<file path="src/rtl/control_sequencer.sv">
// Hardwired control unit for the 32-bit CPU datapath: a step counter (RST, T0-T7, HALT)
// plus a combinational decode of that step and the opcode into every datapath strobe.
module control_sequencer (
    input  logic        Clock,
    input  logic        Reset,
    input  logic        Stop,
    input  logic [31:0] IR,
    input  logic        CON,
    output logic        HIin,
    output logic        LOin,
    output logic        PCin,
    output logic        MDRin,
    output logic        Zin,
    output logic        Yin,
    output logic        MARin,
    output logic        IRin,
    output logic        CONin,
    output logic        OUTPORTin,
    output logic        HIout,
    output logic        LOout,
    output logic        ZHIout,
    output logic        ZLOout,
    output logic        PCout,
    output logic        MDRout,
    output logic        INPORTout,
    output logic        Cout,
    output logic        Gra,
    output logic        Grb,
    output logic        Grc,
    output logic        Rin,
    output logic        Rout,
    output logic        BAout,
    output logic        Read,
    output logic        Write,
    output logic        IncPC,
    output logic [4:0]  AluOp,
    output logic        Run
);

    localparam logic [3:0] RST  = 4'd0;
    localparam logic [3:0] T0   = 4'd1;
    localparam logic [3:0] T1   = 4'd2;
    localparam logic [3:0] T2   = 4'd3;
    localparam logic [3:0] T3   = 4'd4;
    localparam logic [3:0] T4   = 4'd5;
    localparam logic [3:0] T5   = 4'd6;
    localparam logic [3:0] T6   = 4'd7;
    localparam logic [3:0] T7   = 4'd8;
    localparam logic [3:0] HALT = 4'd9;

    localparam logic [4:0] opLd   = 5'b00000;
    localparam logic [4:0] opLdi  = 5'b00001;
    localparam logic [4:0] opSt   = 5'b00010;
    localparam logic [4:0] opAdd  = 5'b00011;
    localparam logic [4:0] opRol  = 5'b01011;
    localparam logic [4:0] opAddi = 5'b01100;
    localparam logic [4:0] opOri  = 5'b01110;
    localparam logic [4:0] opMul  = 5'b01111;
    localparam logic [4:0] opDiv  = 5'b10000;
    localparam logic [4:0] opNeg  = 5'b10001;
    localparam logic [4:0] opNot  = 5'b10010;
    localparam logic [4:0] opBr   = 5'b10011;
    localparam logic [4:0] opJr   = 5'b10100;
    localparam logic [4:0] opJal  = 5'b10101;
    localparam logic [4:0] opIn   = 5'b10110;
    localparam logic [4:0] opOut  = 5'b10111;
    localparam logic [4:0] opMfhi = 5'b11000;
    localparam logic [4:0] opMflo = 5'b11001;
    localparam logic [4:0] opNop  = 5'b11010;
    localparam logic [4:0] opHalt = 5'b11011;

    logic [3:0] state;
    logic [3:0] nextState;
    logic [4:0] opcode;
    logic       lastStep;
    logic       unusedIrFields;

    logic isLd, isLdi, isSt, isRegAlu, isImmAlu, isMulDiv, isNegNot;
    logic isBr, isJr, isJal, isIn, isOut, isMfhi, isMflo, isNop, isHalt;

    assign opcode         = IR[31:27];
    assign unusedIrFields = ^IR[26:0];

    assign isLd     = (opcode == opLd);
    assign isLdi    = (opcode == opLdi);
    assign isSt     = (opcode == opSt);
    assign isRegAlu = (opcode >= opAdd) && (opcode <= opRol);
    assign isImmAlu = (opcode >= opAddi) && (opcode <= opOri);
    assign isMulDiv = (opcode == opMul) || (opcode == opDiv);
    assign isNegNot = (opcode == opNeg) || (opcode == opNot);
    assign isBr     = (opcode == opBr);
    assign isJr     = (opcode == opJr);
    assign isJal    = (opcode == opJal);
    assign isIn     = (opcode == opIn);
    assign isOut    = (opcode == opOut);
    assign isMfhi   = (opcode == opMfhi);
    assign isMflo   = (opcode == opMflo);
    assign isHalt   = (opcode == opHalt);
    // Reserved opcodes 11100-11111 retire after fetch exactly like nop.
    assign isNop    = (opcode == opNop) || (opcode > opHalt);

    // NOTE: sequential state uses non-blocking assignments so every flop samples pre-edge values.
    always_ff @(posedge Clock or negedge Reset) begin
        if (!Reset) begin
            state <= RST;
        end else begin
            state <= nextState;
        end
    end

    // Final step of each instruction class; any path reaching T7 always ends there.
    always_comb begin
        lastStep = 1'b0;
        case (state)
            T2:      lastStep = isNop;
            T3:      lastStep = isJr | isIn | isOut | isMfhi | isMflo;
            T4:      lastStep = isJal | isNegNot;
            T5:      lastStep = isRegAlu | isImmAlu | isLdi;
            T6:      lastStep = isMulDiv | isBr;
            T7:      lastStep = 1'b1;
            default: lastStep = 1'b0;
        endcase
    end

    always_comb begin
        nextState = state;
        case (state)
            RST:  nextState = T0;
            T0:   nextState = T1;
            T1:   nextState = T2;
            HALT: nextState = HALT;
            T2, T3, T4, T5, T6, T7: begin
                if (state == T2 && isHalt) begin
                    nextState = HALT;
                end else if (lastStep) begin
                    nextState = Stop ? HALT : T0;
                end else begin
                    nextState = state + 4'd1;
                end
            end
            default: nextState = RST;
        endcase
    end

    // NOTE: every output gets a default before the case so no path can infer a latch.
    always_comb begin
        HIin      = 1'b0;
        LOin      = 1'b0;
        PCin      = 1'b0;
        MDRin     = 1'b0;
        Zin       = 1'b0;
        Yin       = 1'b0;
        MARin     = 1'b0;
        IRin      = 1'b0;
        CONin     = 1'b0;
        OUTPORTin = 1'b0;
        HIout     = 1'b0;
        LOout     = 1'b0;
        ZHIout    = 1'b0;
        ZLOout    = 1'b0;
        PCout     = 1'b0;
        MDRout    = 1'b0;
        INPORTout = 1'b0;
        Cout      = 1'b0;
        Gra       = 1'b0;
        Grb       = 1'b0;
        Grc       = 1'b0;
        Rin       = 1'b0;
        Rout      = 1'b0;
        BAout     = 1'b0;
        Read      = 1'b0;
        Write     = 1'b0;
        IncPC     = 1'b0;
        AluOp     = 5'b00000;
        Run       = (state >= T0) && (state <= T7);

        case (state)
            T0: begin
                PCout = 1'b1;
                MARin = 1'b1;
                IncPC = 1'b1;
                Zin   = 1'b1;
            end
            T1: begin
                ZLOout = 1'b1;
                PCin   = 1'b1;
                Read   = 1'b1;
                MDRin  = 1'b1;
            end
            T2: begin
                MDRout = 1'b1;
                IRin   = 1'b1;
            end
            T3: begin
                if (isRegAlu || isImmAlu) begin
                    Grb  = 1'b1;
                    Rout = 1'b1;
                    Yin  = 1'b1;
                end else if (isNegNot) begin
                    Grb   = 1'b1;
                    Rout  = 1'b1;
                    Zin   = 1'b1;
                    AluOp = opcode;
                end else if (isMulDiv) begin
                    Gra  = 1'b1;
                    Rout = 1'b1;
                    Yin  = 1'b1;
                end else if (isLd || isLdi || isSt) begin
                    Grb   = 1'b1;
                    BAout = 1'b1;
                    Yin   = 1'b1;
                end else if (isBr) begin
                    Gra   = 1'b1;
                    Rout  = 1'b1;
                    CONin = 1'b1;
                end else if (isJr) begin
                    Gra  = 1'b1;
                    Rout = 1'b1;
                    PCin = 1'b1;
                end else if (isJal) begin
                    PCout = 1'b1;
                    Grb   = 1'b1;
                    Rin   = 1'b1;
                end else if (isIn) begin
                    INPORTout = 1'b1;
                    Gra       = 1'b1;
                    Rin       = 1'b1;
                end else if (isOut) begin
                    Gra       = 1'b1;
                    Rout      = 1'b1;
                    OUTPORTin = 1'b1;
                end else if (isMfhi) begin
                    HIout = 1'b1;
                    Gra   = 1'b1;
                    Rin   = 1'b1;
                end else if (isMflo) begin
                    LOout = 1'b1;
                    Gra   = 1'b1;
                    Rin   = 1'b1;
                end
            end
            T4: begin
                if (isRegAlu) begin
                    Grc   = 1'b1;
                    Rout  = 1'b1;
                    Zin   = 1'b1;
                    AluOp = opcode;
                end else if (isImmAlu) begin
                    Cout  = 1'b1;
                    Zin   = 1'b1;
                    AluOp = opcode;
                end else if (isNegNot) begin
                    ZLOout = 1'b1;
                    Gra    = 1'b1;
                    Rin    = 1'b1;
                end else if (isMulDiv) begin
                    Grb   = 1'b1;
                    Rout  = 1'b1;
                    Zin   = 1'b1;
                    AluOp = opcode;
                end else if (isLd || isLdi || isSt) begin
                    Cout  = 1'b1;
                    Zin   = 1'b1;
                    AluOp = opAdd;
                end else if (isBr) begin
                    PCout = 1'b1;
                    Yin   = 1'b1;
                end else if (isJal) begin
                    Gra  = 1'b1;
                    Rout = 1'b1;
                    PCin = 1'b1;
                end
            end
            T5: begin
                if (isRegAlu || isImmAlu || isLdi) begin
                    ZLOout = 1'b1;
                    Gra    = 1'b1;
                    Rin    = 1'b1;
                end else if (isMulDiv) begin
                    ZLOout = 1'b1;
                    LOin   = 1'b1;
                end else if (isLd || isSt) begin
                    ZLOout = 1'b1;
                    MARin  = 1'b1;
                end else if (isBr) begin
                    Cout  = 1'b1;
                    Zin   = 1'b1;
                    AluOp = opAdd;
                end
            end
            T6: begin
                if (isMulDiv) begin
                    ZHIout = 1'b1;
                    HIin   = 1'b1;
                end else if (isLd) begin
                    Read  = 1'b1;
                    MDRin = 1'b1;
                end else if (isSt) begin
                    Gra   = 1'b1;
                    Rout  = 1'b1;
                    MDRin = 1'b1;
                end else if (isBr && CON) begin
                    ZLOout = 1'b1;
                    PCin   = 1'b1;
                end
            end
            T7: begin
                if (isLd) begin
                    MDRout = 1'b1;
                    Gra    = 1'b1;
                    Rin    = 1'b1;
                end else if (isSt) begin
                    Write = 1'b1;
                end
            end
            default: ;
        endcase
    end

endmodule

</file>
<file path="config.mk">
export PLATFORM = sky130hd
export DESIGN_NAME = control_sequencer
export DESIGN_NICKNAME = d
export VERILOG_FILES = /design/src/rtl/control_sequencer.sv
export SDC_FILE = /design/constraint.sdc
export NUM_CORES = 1
export LEC_CHECK = 0
export ABC_CLOCK_PERIOD_IN_PS = 4400
export BUFFER_PORTS_ARGS = -buffer_cell sky130_fd_sc_hd__buf_4
export CAP_MARGIN = 10
export CORE_UTILIZATION = 35
export CTS_CLUSTER_SIZE = 20
export DETAILED_ROUTE_END_ITERATION = 7
export PLACE_DENSITY_LB_ADDON = 0.2
export SETUP_SLACK_MARGIN = 0.5
export SLEW_MARGIN = 25
export SYNTH_ARGS = -nofsm -noshare
export SYNTH_HDL_FRONTEND = slang
export SYNTH_SLANG_ARGS = --single-unit
</file>
<file path="constraint.sdc">
create_clock -name Clock -period 4.4 [get_ports Clock]
set_clock_uncertainty 0.05 [all_clocks]
set_input_delay 0.22 -clock Clock [delete_from_list [all_inputs] [get_ports Clock]]
set_output_delay 0.22 -clock Clock [all_outputs]
set_load 0.02 [all_outputs]
</file>
== After elaboration in Yosys (flattened, before gate mapping) ==
Cells that the tools add are included.
Operators by class
  add/sub/neg operators: 1
  order comparisons: 7
  equal/unequal tests: 24
  multiplexer cells: 184
  bitwise gates (word level): 8
  reduce and logical (&&, ||, !) cells: 16
Operators by type and width (number)
  $mux 1: 153
  $eq 5x5->1 const B: 12
  $mux 5: 6
  $pmux 4 s5: 1
  $eq 4x3->1 const B: 4
  $pmux 1 s4: 4
  $pmux 5 s3: 1
  $pmux 1 s2: 7
  $mux 4: 3
  $le 5x4->1 const B: 2
  $mux 2: 5
  $eq 4x2->1 const B: 2
  $eq 4x4->1 const B: 2
  $logic_or 1x1->1: 8
  $or 1x1->1: 8
  $pmux 1 s3: 2
  $pmux 1 s6: 1
  $reduce_or 6->1: 1
  $eq 5x1->1 const B: 1
  $eq 5x2->1 const B: 1
  $eq 5x4->1 const B: 1
  $ge 5x2->1 const B: 1
  $ge 5x4->1 const B: 1
  $gt 5x5->1 const B: 1
  8 further kinds: 12
Storage, ports and cells
  register bits: 4
  input bits: 36
  output and inout bits: 33
  word-level logic and storage cells: 241

== Longest topological paths before layout ==
  depth after elaboration: 13
  depth in mapped cells: 7
  gate-level depth less buffers: 7

== Least setup slack after synthesis ==
No wires, ideal clock.
  kind: register to output
  start: reg state[0]
  end: out Zin
  arrival: 1725 ps
  required time: 4130 ps
  slack: 2405 ps
  cell stages (with the launch flop): 7
  path through: dfrtp_1 inv_1 ha_1 and4b_1 a22oi_1 o32ai_1 a311o_1
On the way
  word-level cells in the longest chain between the ends: 2
Ends and longest elaborated chain
  from (decl): line 72  | logic [3:0] state;
  from (signal assigned): line 107  | state <= nextState;
  $eq 4x3->1 or $eq 4x1->1 (tied branches): line 177  | case (state)
  $pmux 1 s4 *: line 177
  to (decl): line 13  | output logic Zin,
Every way passes the cells marked *; elsewhere a longest branch is shown, timed or not.

== Final worst setup path ==
  start: reg state[2]
  end: out Rout
On the way
  word-level cells in the longest chain between the ends: 2
Ends and longest elaborated chain
  $eq 4x3->1: line 177
  $pmux 1 s3 *: line 177
  to (decl): line 31  | output logic Rout,
Marked as above.

==> run metrics <==
crit path cell chain=nor2b_1 > nand2_1 > a221o_1 > o211ai_1 > buf_4; Net Sw Power=0.0505 mW; Largest regs=state: 4 flops; launch point of the worst path=state[2]; DR vias/cell=5.70; TritonCTS buffer count=3; deepest clock path buffer count=2; drc violations=0; WP data required=4.13 ns; static leakage=0.699 nW; Slowest Stage Delay on Critical Path=0.62 ns; vias after detailed routing=1414; Fin Setup TNS=0 ns; syn nets=214; clk root buf=clkbuf_4; All-Layer GR Usage=0.223; Setup crit end kind=output port; Reg clk slew, reported paths=0.04 ns; initial antenna violation count=0; Sequential Power Share=0.277; Synth Instances=173; Slew Limit Fails=0; Max-Cap Viols=0; Layout Nets=245; dpl hpwl=a little under 3000 um; Netlist Area Pre-Place=1220 um2; Tightest Hold Check Type=in -> async; Tmin final=2.71 ns; first-pass GRT wire length=6270 um; Setup crit start kind=flop; Wirelength per Cell=16.0 um; drt pass-1 iters=4; Synth Area per Inst=7.06 um2; clock sink count=4; yosys warns=0; Die Ht=~60 um; Synth area leader=dfrtp_1; core area=3340 um2; pwr dens=88.0 nW/um2; RSZ-0062 raised after global routing=false; Sw Share=0.379; Top reg by flops=state; Synth top cells by count=nand2_1, nor2_1, a21oi_1, nor3_1; cell with the most instances after synthesis=nand2_1; status=complete, no violations; final wirelength=approximately 4000 um; area grow syn2layout=24.0%; CP max FO=16; DIE WIDTH=61.1 um; Post-synth EDFFs=0; Setup WS pre-CTS=just under 2 ns; Arr. time, crit path=2.44 ns; I/O Buffers=41; Worst Tran Pin Value=0.681 ns; main flop type after synthesis=dfrtp_1; number of global-route vias before repair=1284; fraction of layout cells with a size suffix above 1=0.272; Final GP Congestion=0.923; Crit-path slowest cell=nor2b_1; VDD IR max=0.0765 mV; Setup WS post-layout=1.69 ns; initial core utilization=0.366; # diodes=0; largest net degree at the start of global routing=27; Yosys top cell area share=0.0820; worst rel slew slack=0.545; Post-synth ARST share=1.00; Die Area=approximately 3700 um2; final hold viol count=0; Setup violations, final=0; Seq/Total Area, Yosys=0.0820; cell internal pwr=0.0828 mW; Routed Antenna Nets=0; top cells by area, synth=dfrtp_1, nand2_1, nor2_1; clk_lat worst skew=~0.25 ns; Fmax=0.369 GHz; drt first-iter violations=76; Largest register FFs=4; clock share of power=0.370; synth unique cells=54; row cnt=21; total congestion overflow=0; Gate power share=0.353; IO Count=69; final clock period utilization by the worst path=0.616; reg-to-reg critical path startpoint=state[2]; CTS tree=built; # H-tree levels=1; WS Path Type=reg -> out; Yosys reg bits=4
-- worst paths after layout --
kind                       endpoint  slack (ns)  cells past startpoint
min reg2reg                state[0]        0.70                      3
max in group asynchronous  state[3]        3.92                      2
max                            Rout        1.69                      5
max reg2reg                state[3]        2.04                      5
min                        state[1]        0.27                      2
min in group Clock         state[3]        0.33                      4
-- logic make-up after synthesis --
logic type      count (synthesis)  share of synthesized area
fa+ha+maj                       5                     0.0512
simple gates                   90                      0.423
compound gates                 46                      0.290
mux                             2                     0.0205
buf+inv                        22                      0.105
flops                           4                     0.0820
xor+xnor                        4                     0.0287
-- layout make-up --
class | instances | area [um2]
fillers | 387 | 1820
well taps | 46 | 57.6
flip-flops and latches | 4 | 100
clock buffers | 3 | 22.5
multi-input cells | 147 | 993
repair buffers | 42 | 318
inverters | 6 | 22.5
-- timing repair --
item                      4_1_cts  5_1_grt
hold buffers                    1        0
buffers inserted                0        0
hold endpoints to repair        4        0
gates resized for setup         0        0
-- cell usage in the layout (no fill, tap or decap), types with 3 or more instances in the layout --
cell	netlist	routed
ha_1	5	5
o21ai_0	5	5
nor2_1	18	18
buf_4	4	41
and2_1	4	4
dfrtp_1	4	4
nand4_1	5	5
nor3_1	7	7
o211ai_1	3	3
nand3b_1	5	5
inv_1	6	6
nand3_1	5	5
a21oi_1	10	10
nand2_1	19	19
clkbuf_4	0	3
nor2b_1	6	6
nand2b_1	6	6
a22oi_1	3	3
-- per-layer routing --
metal,GRT usage,vias up,wire length [um]
li1,-,698,-
met1,0.316,654,1850
met2,0.376,60,1830
met3,0.0126,2,263
met4,0.0390,0,14
met5,0,-,0
-- power by group through the flow --
stage	registers [mW]	clock network, mW	logic (mW)
final	0.0369	0.0493	0.0470
after global routing	0.0368	0.0552	0.0510
after CTS	0.0369	0.0505	0.0462
after detailed placement	0.0375	0	0.0453
after global placement	0.0375	0	0.0443
after floorplan	0.0375	0	0.0353
-- critical path, delay by kind of cell (launching register included) --
family	cells	cell delay (ns)
AND/OR/NAND/NOR	2	0.97
flip-flops	1	0.61
AO/OA/AOI/OAI	2	0.43
buffers and inverters	1	0.18
-- metrics by stage --
| stage | hold WS, ns | util | std cells | area [um2] | power [mW] |
|---|---|---|---|---|---|
| 2_1_floorplan | -0.126 | - | 173 | 1220 | 0.0728 |
| 3_3_place_gp | -0.0346 | 0.444 | 244 | 1480 | 0.0818 |
| 3_5_place_dp | -0.0278 | 0.444 | 244 | 1480 | 0.0827 |
| 4_1_cts | 0.253 | 0.454 | 248 | 1510 | 0.134 |
| 5_1_grt | 0.265 | 0.454 | 248 | 1510 | 0.143 |
| 6_report | 0.267 | 0.454 | 248 | 1510 | 0.133 |
Note: power is estimated with default switching activity, not from simulation.
